[src/rtl/coin_accumulator_if.sv]
// Coin-slot button inputs, synchronous clear and the registered cents total
// that feeds the display stage.
interface coin_accumulator_if #(
    parameter int WIDTH = 7
);
    logic             COIN_P;
    logic             COIN_N;
    logic             COIN_D;
    logic             COIN_Q;
    logic             CLEAR;
    logic [WIDTH-1:0] TOTAL;
    logic             COIN_ACK;
    logic             OVF;

    modport master (
        output COIN_P, COIN_N, COIN_D, COIN_Q, CLEAR,
        input  TOTAL, COIN_ACK, OVF
    );

    modport slave (
        input  COIN_P, COIN_N, COIN_D, COIN_Q, CLEAR,
        output TOTAL, COIN_ACK, OVF
    );
endinterface

[src/rtl/coin_accumulator.sv]
// Synchronises and debounces four coin buttons, credits each press once and
// keeps a saturating cents total with a sticky overflow flag.
module coin_accumulator #(
    parameter int WIDTH           = 7,
    parameter int DEBOUNCE_CYCLES = 16,
    parameter int P_VAL           = 1,
    parameter int N_VAL           = 5,
    parameter int D_VAL           = 10,
    parameter int Q_VAL           = 25
) (
    input logic               CLOCK_50,
    input logic               RESET_N,
    coin_accumulator_if.slave bus
);
    localparam int CW = (DEBOUNCE_CYCLES < 2) ? 1 : $clog2(DEBOUNCE_CYCLES + 1);
    localparam int SW = WIDTH + 2;
    localparam int EW = WIDTH + 3;

    localparam logic [CW-1:0]    LAST = CW'(DEBOUNCE_CYCLES - 1);
    localparam logic [SW-1:0]    PV   = SW'(P_VAL);
    localparam logic [SW-1:0]    NV   = SW'(N_VAL);
    localparam logic [SW-1:0]    DV   = SW'(D_VAL);
    localparam logic [SW-1:0]    QV   = SW'(Q_VAL);
    localparam logic [EW-1:0]    MAXE = EW'((2 ** WIDTH) - 1);

    logic [3:0]       raw;
    logic [3:0]       sync1;
    logic [3:0]       sync2;
    logic [3:0]       deb;
    logic [3:0]       req;
    logic [CW-1:0]    cnt [4];

    logic [SW-1:0]    sum;
    logic [EW-1:0]    ext;
    logic             clip;

    logic [WIDTH-1:0] total_q;
    logic             ack_q;
    logic             ovf_q;

    assign raw = {bus.COIN_Q, bus.COIN_D, bus.COIN_N, bus.COIN_P};

    // req is registered alongside the deb rise, so it is valid for the single
    // cycle after deb goes high and lines TOTAL up at edge DEBOUNCE_CYCLES+2.
    always_ff @(posedge CLOCK_50 or negedge RESET_N) begin
        if (!RESET_N) begin
            sync1 <= '0;
            sync2 <= '0;
            deb   <= '0;
            req   <= '0;
            for (int unsigned i = 0; i < 4; i++) begin
                cnt[i] <= '0;
            end
        end else begin
            sync1 <= raw;
            sync2 <= sync1;
            req   <= '0;
            for (int unsigned i = 0; i < 4; i++) begin
                if (sync2[i] == deb[i]) begin
                    cnt[i] <= '0;
                end else if (cnt[i] == LAST) begin
                    cnt[i] <= '0;
                    deb[i] <= sync2[i];
                    req[i] <= sync2[i];
                end else begin
                    cnt[i] <= cnt[i] + 1'b1;
                end
            end
        end
    end

    always_comb begin
        sum  = (req[0] ? PV : '0) + (req[1] ? NV : '0)
             + (req[2] ? DV : '0) + (req[3] ? QV : '0);
        ext  = EW'(total_q) + EW'(sum);
        clip = (ext > MAXE);
    end

    always_ff @(posedge CLOCK_50 or negedge RESET_N) begin
        if (!RESET_N) begin
            total_q <= '0;
            ack_q   <= 1'b0;
            ovf_q   <= 1'b0;
        end else if (bus.CLEAR) begin
            total_q <= '0;
            ack_q   <= 1'b0;
            ovf_q   <= 1'b0;
        end else begin
            ack_q <= (sum != '0);
            if (clip) begin
                total_q <= '1;
                ovf_q   <= 1'b1;
            end else begin
                total_q <= ext[WIDTH-1:0];
            end
        end
    end

    assign bus.TOTAL    = total_q;
    assign bus.COIN_ACK = ack_q;
    assign bus.OVF      = ovf_q;
endmodule

[src/flat_wrapper.sv]
// flat-port wrapper written by rule: the top's interface ports become plain ports
module coin_accumulator_flat 
#(
    parameter int WIDTH           = 7,
    parameter int DEBOUNCE_CYCLES = 16,
    parameter int P_VAL           = 1,
    parameter int N_VAL           = 5,
    parameter int D_VAL           = 10,
    parameter int Q_VAL           = 25
)
  (CLOCK_50, RESET_N, bus_COIN_P, bus_COIN_N, bus_COIN_D, bus_COIN_Q, bus_CLEAR, bus_TOTAL, bus_COIN_ACK, bus_OVF);
  coin_accumulator_if #(.WIDTH(WIDTH)) bus_i ();
  input logic CLOCK_50;
  input logic RESET_N;
  input wire logic [$bits(bus_i.COIN_P)-1:0] bus_COIN_P;
  input wire logic [$bits(bus_i.COIN_N)-1:0] bus_COIN_N;
  input wire logic [$bits(bus_i.COIN_D)-1:0] bus_COIN_D;
  input wire logic [$bits(bus_i.COIN_Q)-1:0] bus_COIN_Q;
  input wire logic [$bits(bus_i.CLEAR)-1:0] bus_CLEAR;
  output wire logic [$bits(bus_i.TOTAL)-1:0] bus_TOTAL;
  output wire logic [$bits(bus_i.COIN_ACK)-1:0] bus_COIN_ACK;
  output wire logic [$bits(bus_i.OVF)-1:0] bus_OVF;
  assign bus_i.COIN_P = bus_COIN_P;
  assign bus_i.COIN_N = bus_COIN_N;
  assign bus_i.COIN_D = bus_COIN_D;
  assign bus_i.COIN_Q = bus_COIN_Q;
  assign bus_i.CLEAR = bus_CLEAR;
  assign bus_TOTAL = bus_i.TOTAL;
  assign bus_COIN_ACK = bus_i.COIN_ACK;
  assign bus_OVF = bus_i.OVF;
  coin_accumulator #(.WIDTH(WIDTH), .DEBOUNCE_CYCLES(DEBOUNCE_CYCLES), .P_VAL(P_VAL), .N_VAL(N_VAL), .D_VAL(D_VAL), .Q_VAL(Q_VAL)) u_core (.CLOCK_50(CLOCK_50), .RESET_N(RESET_N), .bus(bus_i));
endmodule
[config.mk]
export PLATFORM = sky130hd
export DESIGN_NAME = coin_accumulator_flat
export DESIGN_NICKNAME = d
export VERILOG_FILES = /design/src/rtl/coin_accumulator_if.sv /design/src/rtl/coin_accumulator.sv /design/src/flat_wrapper.sv
export SDC_FILE = /design/constraint.sdc
export NUM_CORES = 1
export LEC_CHECK = 0
export BUFFER_PORTS_ARGS = -buffer_cell sky130_fd_sc_hd__buf_2
export CORE_MARGIN = 4
export CORE_UTILIZATION = 45
export CTS_BUF_LIST = sky130_fd_sc_hd__clkbuf_4 sky130_fd_sc_hd__clkbuf_8
export CTS_CLUSTER_DIAMETER = 100
export CTS_CLUSTER_SIZE = 8
export DETAILED_ROUTE_END_ITERATION = 6
export HOLD_SLACK_MARGIN = 0.15
export PLACE_DENSITY = 0.66
export SYNTH_ARGS = -nofsm -noshare
export SYNTH_HDL_FRONTEND = slang
export SYNTH_SLANG_ARGS = --single-unit
[constraint.sdc]
create_clock -name CLOCK_50 -period 3.4 [get_ports CLOCK_50]
set_input_delay 0.68 -clock CLOCK_50 [delete_from_list [all_inputs] [get_ports CLOCK_50]]
set_output_delay 0.68 -clock CLOCK_50 [all_outputs]
set_load 0.02 [all_outputs]
# Word-level counts from Yosys, hierarchy flattened
# Index checks and enable logic that the tools add are counted.
[word_totals]
reg_bits = 45
latch_bits = 0
ram_bits = 0
romBits = 0
in_bits = 7
output_inout_bits = 9
word_cells = 66
mem_count = 0
[op_classes]
add_sub_neg = 8
n_mul = 0
div_mod_pow = 0
order_cmp = 1
eq_ne = 8
shifts = 0
muxes = 25
bitwise_logic = 4
reduce_logical = 6
[ops]
columns = ["cell", "count"]
rows = [
  ["$mux 5", 9],
  ["$add 9x9->9", 3],
  ["$add 5x1->5 const B", 4],
  ["$eq 5x4->1 const B", 4],
  ["$mux 7", 2],
  ["$mux 1", 12],
  ["$add 7x9->10", 1],
  ["$gt 10x7->1 const B", 1],
  ["$reduce_bool 9->1", 1],
  ["$reduce_and 2->1", 4],
  ["$eq 1x1->1", 4],
  ["$mux 4", 1],
  ["$not 1->1", 4],
  ["$mux 3", 1],
  ["$reduce_bool 2->1", 1],
]

# Logic depth before layout (Yosys ltp)
[depth]
ltp_word = 8
mapped_depth = 10

# Worst setup path after synthesis
# Ideal clock, no wire load.
[synth_path]
path_type = "register -> register"
startpoint = "register u_core.req[1]"
endpoint = "register u_core.ovf_q (netlist: u_core.bus.OVF)"
t_arrival_ns = 2.343
t_required_ns = 3.264
path_slack_ns = 0.921
path_stages_with_launch = 10
n_path_buf = 0
period_less_slack_ns = 2.479
cell_sequence = "dfrtp_1 > fa_1 > ha_1 > a31oi_1 > xnor2_1 > ha_1 > nand3_1 > nor3b_1 > o31ai_2 > a21oi_1"
[synth_between]
elab_chain_len = 7
[synth_rtl]
columns = ["element", "line", "rtl"]
rows = [
  ["start, declared", "coin_accumulator.sv:30", "logic [3:0] req;"],
  ["start signal, assigned by index", "coin_accumulator.sv:64", "req[i] <= sync2[i];"],
  ["$mux 3", "coin_accumulator.sv:73", "sum = (req[0] ? PV : '0) + (req[1] ? NV : '0)"],
  ["$add 9x9->9", "coin_accumulator.sv:73", ""],
  ["$add 9x9->9 (2 in series)", "coin_accumulator.sv:74", "+ (req[2] ? DV : '0) + (req[3] ? QV : '0);"],
  ["$add 7x9->10", "coin_accumulator.sv:75", "ext = EW'(total_q) + EW'(sum);"],
  ["$gt 10x7->1", "coin_accumulator.sv:76", "clip = (ext > MAXE);"],
  ["$reduce_bool 2->1 (no source line)", "n/a", ""],
  ["end signal, assigned", "coin_accumulator.sv:83", "ovf_q <= 1'b0;"],
  ["end signal, assigned", "coin_accumulator.sv:87", "ovf_q <= 1'b0;"],
  ["end signal, assigned", "coin_accumulator.sv:92", "ovf_q <= 1'b1;"],
  ["end, declared", "coin_accumulator.sv:39", "logic ovf_q;"],
]
# No other way between the ends.
# A chain may end at the register's enable or synchronous reset.

# Worst setup path after layout
[layout_path]
startpoint = "register u_core.req[1]"
endpoint = "register u_core.total_q[1] (netlist: u_core.bus.TOTAL[1])"
[layout_between]
elab_chain_len = 8
[layout_rtl]
columns = ["element", "line", "rtl"]
rows = [
  ["$mux 3 *", "coin_accumulator.sv:73", ""],
  ["$add 9x9->9 *", "coin_accumulator.sv:73", ""],
  ["$add 9x9->9 * (2 in series)", "coin_accumulator.sv:74", ""],
  ["$add 7x9->10 *", "coin_accumulator.sv:75", ""],
  ["$gt 10x7->1", "coin_accumulator.sv:76", ""],
  ["$mux 7 *", "coin_accumulator.sv:90", "if (clip) begin"],
  ["$mux 7 *", "coin_accumulator.sv:84", "end else if (bus.CLEAR) begin"],
  ["end signal, assigned", "coin_accumulator.sv:94", "total_q <= ext[WIDTH-1:0];"],
  ["end, declared", "coin_accumulator.sv:37", "logic [WIDTH-1:0] total_q;"],
]
# Mark *: on every way between the ends. The rest lies on a longest branch, timed or not.

==> impl_metrics.py <==
metrics = {
    "timing": {
        "timing.fmax_mhz": 363,
        "skew_ns": 0.00599,
        "fin_ws_ns": 0.644,
        "setup_viol": 0,
        "finalCritPeriodShare": 0.811,
        "slew_headroom": 0.350,
        "setup_tns_ns": 0,
        "worstMarginPinSlew_ns": 0.975,
        "rsz0062_at_grt": "no",
        "slew_violations": 0,
        "period_minus_slack_ns": 2.76,
        "hold_viol": 0,
    },
    "critical_path": {
        "crit_path_end_kind": "flop",
        "crit_fanout": 6,
        "criticalPathCategory": "reg2reg",
        "slowest_stage": "fa_1",
        "crit_buf_inv": 0,
        "crit_family": "adder cells",
        "cp_cell_sequence": "fa_1 -> ha_1 -> a31oi_1 -> xnor2_1 -> ha_1 -> nand3_1 -> nor3b_1 -> o31ai_2 -> a21oi_1",
        "crit_top_cell": "ha_1",
        "max_stage_delay_ns": 0.46,
        "crit_arrival_ns": 2.92,
        "worstPathRequired_ns": 3.57,
        "startpoint_type": "flop",
    },
    "floorplan": {
        "die_x_um": 75.1,
        "io_pins": 16,
        "num_rows": 24,
        "core-area_um2": 4350,
        "die_h_um": 75.1,
        "die-area_um2": 5640,
        "initial_utilization": 0.465,
    },
    "clocking": {
        "clk_pin_slew_ns": 0.08,
        "numCtsBuffers": 5,
        "cts_setup_buffers": 0,
        "clk_path_buf_depth": 2,
        "cts_tree": "yes",
        "htree_levels": 2,
        "cts.repair.resized": 0,
        "cts-hold-fix-buffers": 0,
        "clock-root-buffer": "clkbuf_8",
        "clock_sinks": 45,
        "clk_latency_ns": 0.30,
    },
    "drt": {
        "drcViolationCount": 0,
        "wl_um": 3470,
        "ant_nets": 0,
        "drtPass1Iterations": 4,
        "vias": 1346,
        "drt_iter0_markers": 72,
        "wire_per_inst_um": 13.9,
        "avgViaCountPerCell": 5.38,
    },
    "placed_design": {
        "routabilityCongestion": 0.864,
        "dp_hpwl_um": 2560,
        "pre_cts_slack_ns": 0.664,
        "portBuffers": 15,
        "dp.cells": 242,
    },
    "run_status": {
        "status": "complete, no violations",
    },
    "synthesis": {
        "ys.warnings.count": 0,
        "yosysSeqAreaShare": 0.556,
        "synth.distinct_cells": 32,
        "synth_area_per_cell_um2": 11.5,
        "syn_area_um2": 2030,
        "synth_seq_cells": 45,
        "synth_nets": 198,
        "synth_cells": 176,
    },
    "cells_and_area": {
        "diodes": 0,
        "nets": 219,
        "syn_to_final_growth_pct": 11.7,
        "final_common_cell": "dfrtp_1",
        "final_cell_mix": "45 x dfrtp_1, 18 x nor2_1, 16 x inv_1, 15 x buf_2, 13 x ha_1",
        "instances_no_fill": 250,
        "drive_gt1_frac": 0.141,
    },
    "grt": {
        "overflow": 0,
        "grt_pass1_vias": 1385,
        "grt_first_pass_wirelength_um": 6020,
        "grt.total_usage": 0.142,
        "grt_max_degree": 46,
        "antenna_found_initial": 0,
    },
    "power": {
        "p_leak_nw": 1.14,
        "p_per_area_nw_per_um2": 425,
        "ir_drop_mv": 0.190,
    },
    "run": {
        "cap_violations": 0,
    },
    "hold_path": {
        "holdCritPathClass": "reg2reg",
    },
}
where the power goes:
part           switching, mW  total (mW)  internal, mW
logic                 0.0257      0.0419        0.0161
clock network          0.174       0.358         0.184
registers             0.0119       0.563         0.551
cell families (layout without fill, tap and decap cells):
family          after synthesis  count (layout)  synth area share
mux                           4               4            0.0222
buf+inv                      17              39            0.0315
flops                        45              45             0.556
simple gates                 50              50             0.127
xor+xnor                     17              17            0.0735
compound gates               28              28            0.0896
fa+ha+maj                    15              15             0.100
final timing paths:
kind                                       from                   to  slack (ns)  depth (start not counted)
worst max-delay path              u_core.req[1]  u_core.bus.TOTAL[1]        0.64                          9
worst min-delay path            u_core.sync1[3]      u_core.sync2[3]        0.35                          0
worst max register to register    u_core.req[1]  u_core.bus.TOTAL[1]        0.64                          9
worst min register to register  u_core.sync1[3]      u_core.sync2[3]        0.35                          0
max in group asynchronous               RESET_N        u_core.cnt[5]        2.26                          1
min in group asynchronous               RESET_N       u_core.cnt[15]        0.54                          1
metrics by stage:
step           utilization  hold WS (ns)  area (µm²)  total power [mW]
6_report             0.520         0.351        2260             0.963
5_1_grt              0.520         0.360        2260              1.01
4_1_cts              0.520         0.354        2260             0.980
3_5_place_dp         0.497         0.336        2160             0.617
3_3_place_gp         0.497         0.333        2160             0.612
2_1_floorplan            -         0.331        2030             0.595
final cells by class:
cell class	instances	area, µm²
fillers	369	2090
flip-flops and latches	45	1130
multi-input cells	114	836
clock buffers	7	96.3
repair buffers	15	75.1
well taps	52	65.1
inverters	16	60.1
clock inverters	1	5.00
registers in the layout, summed over array words and instances (netlist names):
signal               flops
u_core.deb               4
u_core.bus.TOTAL         7
u_core.bus.COIN_ACK      1
u_core.sync2             4
u_core.req               4
u_core.bus.OVF           1
u_core.sync1             4
u_core.cnt              20
synthesized netlist by cell type:
cell type | n | area share
nand2b_1 | 1 | 0.0031
ha_1 | 13 | 0.080
o31ai_2 | 1 | 0.0062
o221ai_1 | 1 | 0.0043
xor2_1 | 11 | 0.048
and3_1 | 3 | 0.0093
nor4b_1 | 4 | 0.017
fa_1 | 2 | 0.020
a311oi_1 | 1 | 0.0043
nand4b_1 | 1 | 0.0043
a31oi_1 | 2 | 0.0062
xnor2_1 | 6 | 0.026
nor3_1 | 3 | 0.0074
buf_1 | 1 | 0.0019
inv_1 | 16 | 0.030
nor2b_1 | 2 | 0.0062
a21oi_1 | 11 | 0.027
o21ai_0 | 5 | 0.012
nor2_1 | 18 | 0.033
a41o_1 | 1 | 0.0049
or4_1 | 1 | 0.0037
a211oi_1 | 2 | 0.0074
nor3b_1 | 1 | 0.0037
nand3_1 | 9 | 0.022
o41ai_1 | 1 | 0.0043
nand2_1 | 4 | 0.0074
mux2_2 | 4 | 0.022
o31a_1 | 1 | 0.0043
dfrtp_1 | 45 | 0.56
o21bai_1 | 1 | 0.0037
o22a_1 | 1 | 0.0043
and2_1 | 3 | 0.0093
per-layer routing:
layer	vias up	wire length (µm)	track usage
li1	642	-	-
met3	8	154	0.0427
met2	27	1750	0.231
met4	0	73	0.0731
met5	-	0	0
met1	669	1490	0.169
(Power assumes the default switching activity.)
